==> src/rtl/seq_detect_110101_pkg.sv <==
// Shared types and constants for the 110101 serial pattern detector.
// States Sn record the longest pattern prefix seen as a suffix of the input.
package seq_detect_pkg;

    typedef enum logic [2:0] {
        S0 = 3'd0,
        S1 = 3'd1,
        S2 = 3'd2,
        S3 = 3'd3,
        S4 = 3'd4,
        S5 = 3'd5,
        S6 = 3'd6
    } state_e;

    localparam logic [5:0] PATTERN     = 6'b110101;
    localparam int         PATTERN_LEN = 6;

endpackage

==> src/rtl/seq_detect_110101_if.sv <==
// Serial bit-in / flag-out bundle for the pattern detector.
// The master drives data bits; the slave (detector) returns the flag.
interface seq_detect_110101_if;

    logic d_in;
    logic q_out;

    modport master (
        output d_in,
        input  q_out
    );

    modport slave (
        input  d_in,
        output q_out
    );

endinterface

==> src/rtl/seq_detect_110101.sv <==
// Moore detector for the overlapping serial pattern 110101.
// q_out is registered alongside the state, so it is high only while in S6.
module seq_detect_110101
    import seq_detect_pkg::*;
(
    input  logic                clk,
    input  logic                reset_n,
    seq_detect_110101_if.slave  bus
);

    state_e r_state;
    state_e w_next;
    logic   r_q;

    always_comb begin
        w_next = S0;
        case (r_state)
            S0:      w_next = bus.d_in ? S1 : S0;
            S1:      w_next = bus.d_in ? S2 : S0;
            S2:      w_next = bus.d_in ? S2 : S3;
            S3:      w_next = bus.d_in ? S4 : S0;
            S4:      w_next = bus.d_in ? S2 : S5;
            S5:      w_next = bus.d_in ? S6 : S0;
            // A trailing 1 after a match keeps "11" as a live prefix
            S6:      w_next = bus.d_in ? S2 : S0;
            default: w_next = S0;
        endcase
    end

    always_ff @(posedge clk or negedge reset_n) begin
        if (!reset_n) begin
            r_state <= S0;
            r_q     <= 1'b0;
        end else begin
            r_state <= w_next;
            r_q     <= (w_next == S6);
        end
    end

    assign bus.q_out = r_q;

endmodule

==> src/flat_wrapper.sv <==
// flat-port wrapper written by rule: the top's interface ports become plain ports
module seq_detect_110101_flat import seq_detect_pkg::*;
  (clk, reset_n, bus_d_in, bus_q_out);
  seq_detect_110101_if bus_i ();
  input  logic clk;
  input  logic reset_n;
  input wire logic [$bits(bus_i.d_in)-1:0] bus_d_in;
  output wire logic [$bits(bus_i.q_out)-1:0] bus_q_out;
  assign bus_i.d_in = bus_d_in;
  assign bus_q_out = bus_i.q_out;
  seq_detect_110101 u_core (.clk(clk), .reset_n(reset_n), .bus(bus_i));
endmodule
==> config.mk <==
export PLATFORM = sky130hd
export DESIGN_NAME = seq_detect_110101_flat
export DESIGN_NICKNAME = d
export VERILOG_FILES = /design/src/rtl/seq_detect_110101_pkg.sv /design/src/rtl/seq_detect_110101_if.sv /design/src/rtl/seq_detect_110101.sv /design/src/flat_wrapper.sv
export SDC_FILE = /design/constraint.sdc
export NUM_CORES = 1
export LEC_CHECK = 0
export CAP_MARGIN = 10
export CORE_AREA = 2 2 39 41
export CTS_BUF_LIST = sky130_fd_sc_hd__clkbuf_2
export CTS_CLUSTER_DIAMETER = 50
export DETAILED_ROUTE_END_ITERATION = 7
export DIE_AREA = 0 0 41 43
export HOLD_SLACK_MARGIN = 0.05
export PLACE_DENSITY = 0.4
export SETUP_SLACK_MARGIN = 0.02
export SYNTH_ARGS = -nofsm -noshare
export SYNTH_HDL_FRONTEND = slang
export SYNTH_SLANG_ARGS = --single-unit
==> constraint.sdc <==
create_clock -name clk -period 2.15 [get_ports clk]
set_input_delay 0.215 -clock clk [delete_from_list [all_inputs] [get_ports clk]]
set_output_delay 0.215 -clock clk [all_outputs]
set_load 0.02 [all_outputs]
==> impl_metrics.py <==
metrics = {
    "status": {
        "status": "complete, no violations",
    },
    "critical_path": {
        "critical_path_class": "reg2out",
        "critical_path_peak_fanout": 1,
        "crit_end": "bus_q_out",
        "crit_arrival_ns": 1.12,
        "r2r_start": "u_core.r_state[0]",
        "cp.depth": 1,
        "worst-path-buf-inv": 1,
        "cp.required_ns": 1.93,
        "cpMaxStageDelayCell": "clkdlybuf4s50_1",
        "worstPathCellList": "clkdlybuf4s50_1",
        "worst_setup_path_end_kind": "output pin",
        "cp-start-kind": "flip-flop",
        "max_stage_delay_ns": 0.59,
        "reg2reg_setup_slack_ns": 1.20,
        "cp-startpoint": "u_core.bus.q_out",
        "timing.rr.end": "u_core.r_state[1]",
        "cp_top_family": "buffers and inverters",
        "r2r_cells": 3,
    },
    "timing": {
        "drv_slew": 0,
        "maxSlewHeadroom_pct": 86.22,
        "fmax_ghz": 0.7511,
        "finalCritPeriodShare_pct": 61.92,
        "rsz0062_at_grt": "no",
        "setup_viol_count_final": 0,
        "finalHoldViolCount": 0,
        "worst_pin_slew_ns": 0.2061,
        "fin_skew_ns": 0.002360,
        "tns_ns": 0,
        "post-route-min-period_ns": 1.331,
        "final.setup.worst_slack_ns": 0.8186,
    },
    "placement": {
        "hpwl_um": 234.4,
        "place.gp.congestion": 0.6594,
        "numPortBuffers": 3,
        "post-place-ws_ns": 0.9282,
    },
    "die": {
        "initial_utilization_pct": 13.56,
        "io-pin-count": 4,
        "core_area_um2": 1384,
        "fp.dieH_um": 43,
        "die_w_um": 41,
        "dieArea_um2": 1763,
        "rows": 14,
    },
    "cts": {
        "postCtsSetupBuffers": 0,
        "postCtsResizedCells": 0,
        "htree_levels": 1,
        "clk_pin_slew_ns": 0.05,
        "holdBufCountCts": 0,
        "cts_tree": "done",
        "max-clock-path-buffers": 2,
        "clkSinkCount": 4,
        "cts_made_buffers": 3,
        "ctsRootBufferMaster": "clkbuf_2",
        "insertion_delay_ns": 0.21,
    },
    "synth": {
        "synth_commonest_cells": "dfrtp_1 (4), nand2b_1 (2), nor2_1 (2), nor2b_1 (2), xor2_1 (2)",
        "synth_seq_cells": 4,
        "synth.area.top_cells": "dfrtp_1 (53%), xor2_1 (9.3%), nand2b_1 (6.7%), nor2b_1 (6.7%), nor3_2 (5.3%)",
        "synth_top_area_share_pct": 53.33,
        "postSynthCellCount": 18,
        "synth-edff-count": 0,
        "synth-seq-area-share_pct": 53.33,
        "synth_top_area_cell": "dfrtp_1",
        "synthesis.nets": 21,
        "yosysMostFrequentCell": "dfrtp_1",
        "yosysWarningCount": 0,
        "netlist_area_um2": 187.7,
        "synthFlopType": "dfrtp_1",
        "avgSynthCellArea_um2": 10.43,
        "ys_async_sr_fraction_pct": 100.0,
        "ys_types": 11,
    },
    "power_and_ir_drop": {
        "combPwrFrac_pct": 28.2,
        "power_mw": 0.2833,
        "peakVddDrop_v": 0.0003436,
        "clkPwrFrac_pct": 25.1,
        "power.density_nw_per_um2": 1121,
        "switching_share_pct": 36.11,
        "netSwitchingPower_mw": 0.1023,
        "seqPwrFrac_pct": 46.7,
        "power_leakage_nw": 0.1070,
        "p_int_mw": 0.1810,
    },
    "route": {
        "drt_first_pass_iters": 4,
        "vias": 158,
        "via_per_inst": 3.950,
        "routed_wl_um": 329,
        "post_drt_wl_per_cell_um": 8.225,
        "drt-initial-drc-count": 2,
        "postRouteAntennaNets": 0,
        "drc_errors": 0,
    },
    "layout": {
        "multi_input_area_um2": 87.58,
        "utilization_pct": 18.26,
        "antenna_cells": 0,
        "nNetsFinal": 29,
        "syn2layout_area_growth_pct": 34.67,
        "fillCellCount": 154,
        "final-seq-area_um2": 100.1,
        "drive_gt1_share_pct": 16.67,
    },
    "grt": {
        "grt_pass1_vias": 147,
        "grt_pass1_wl_um": 572,
        "antenna_found_initial": 0,
        "grt_max_degree": 7,
        "globalRouteOverflowTotal": 0,
        "grt_usage_pct": 5.634,
    },
    "flow_run": {
        "cap_violations": 0,
    },
    "min_path": {
        "hp-class": "in2async",
    },
}
## how the worst min path moves through the flow
stage	startpoint	end	slack, ns	cells after the start
after floorplan	reset_n	u_core.bus.q_out	-0.08	0
final	reset_n	u_core.bus.q_out	0.20	1
after global placement	reset_n	u_core.bus.q_out	0.43	1
after CTS	reset_n	u_core.bus.q_out	0.20	1
after detailed placement	reset_n	u_core.bus.q_out	0.43	1
after global routing	reset_n	u_core.bus.q_out	0.21	1
## layout make-up
cell class / count / area share, %
tap: 16 / 7.921
sequential: 4 / 39.60
multi-input combinational: 14 / 34.65
timing repair buffer: 3 / 11.88
clock buffer: 3 / 5.941
## logic make-up (layout without fill, tap and decap cells)
kind of cell | after synthesis | after routing | synth area share [%]
AO/OA/AOI/OAI | 4 | 4 | 12.67
buffers and inverters | 0 | 6 | 0
flip-flops | 4 | 4 | 53.34
AND/OR/NAND/NOR | 8 | 8 | 24.66
XOR/XNOR | 2 | 2 | 9.335
## flip-flops by register name, indices dropped and copies added (netlist names)
register,cells
u_core.bus.q_out,1
u_core.r_state,3
## through the flow
step	hold slack (ns)	cell area, um^2	cells
2_1_floorplan	-0.08059	187.7	18
3_3_place_gp	0.4277	237.7	37
3_5_place_dp	0.4307	237.7	37
4_1_cts	0.1960	252.7	40
5_1_grt	0.2122	252.7	40
6_report	0.2012	252.7	40
## layout by cell type, fill, tap and decap left out, drive strengths merged
cell / instances
xor2: 2
nor3: 1
dfrtp: 4
nor2: 2
nand2: 1
nand2b: 2
o22ai: 1
o21a: 1
clkdlybuf4s50: 3
o21ai: 2
clkbuf: 3
nor2b: 2
## routing by layer
layer	vias to the layer above	global-route usage, %	part of all wire [%]	routed length (um)
met2	13	5.313	36	119
li1	73	-	-	-
met1	72	6.796	48	157
met4	0	2.000	0	0
met3	0	7.853	16	52
met5	-	0	0	0
## power groups by stage
stage	combinational (mW)	sequential, mW	clock [mW]
5_1_grt	0.0895	0.138	0.0753
6_report	0.0800	0.132	0.0712
4_1_cts	0.0805	0.133	0.0742
3_5_place_dp	0.0788	0.134	0
2_1_floorplan	0.0631	0.126	0
3_3_place_gp	0.0761	0.130	0
(Power assumes the default switching activity.)
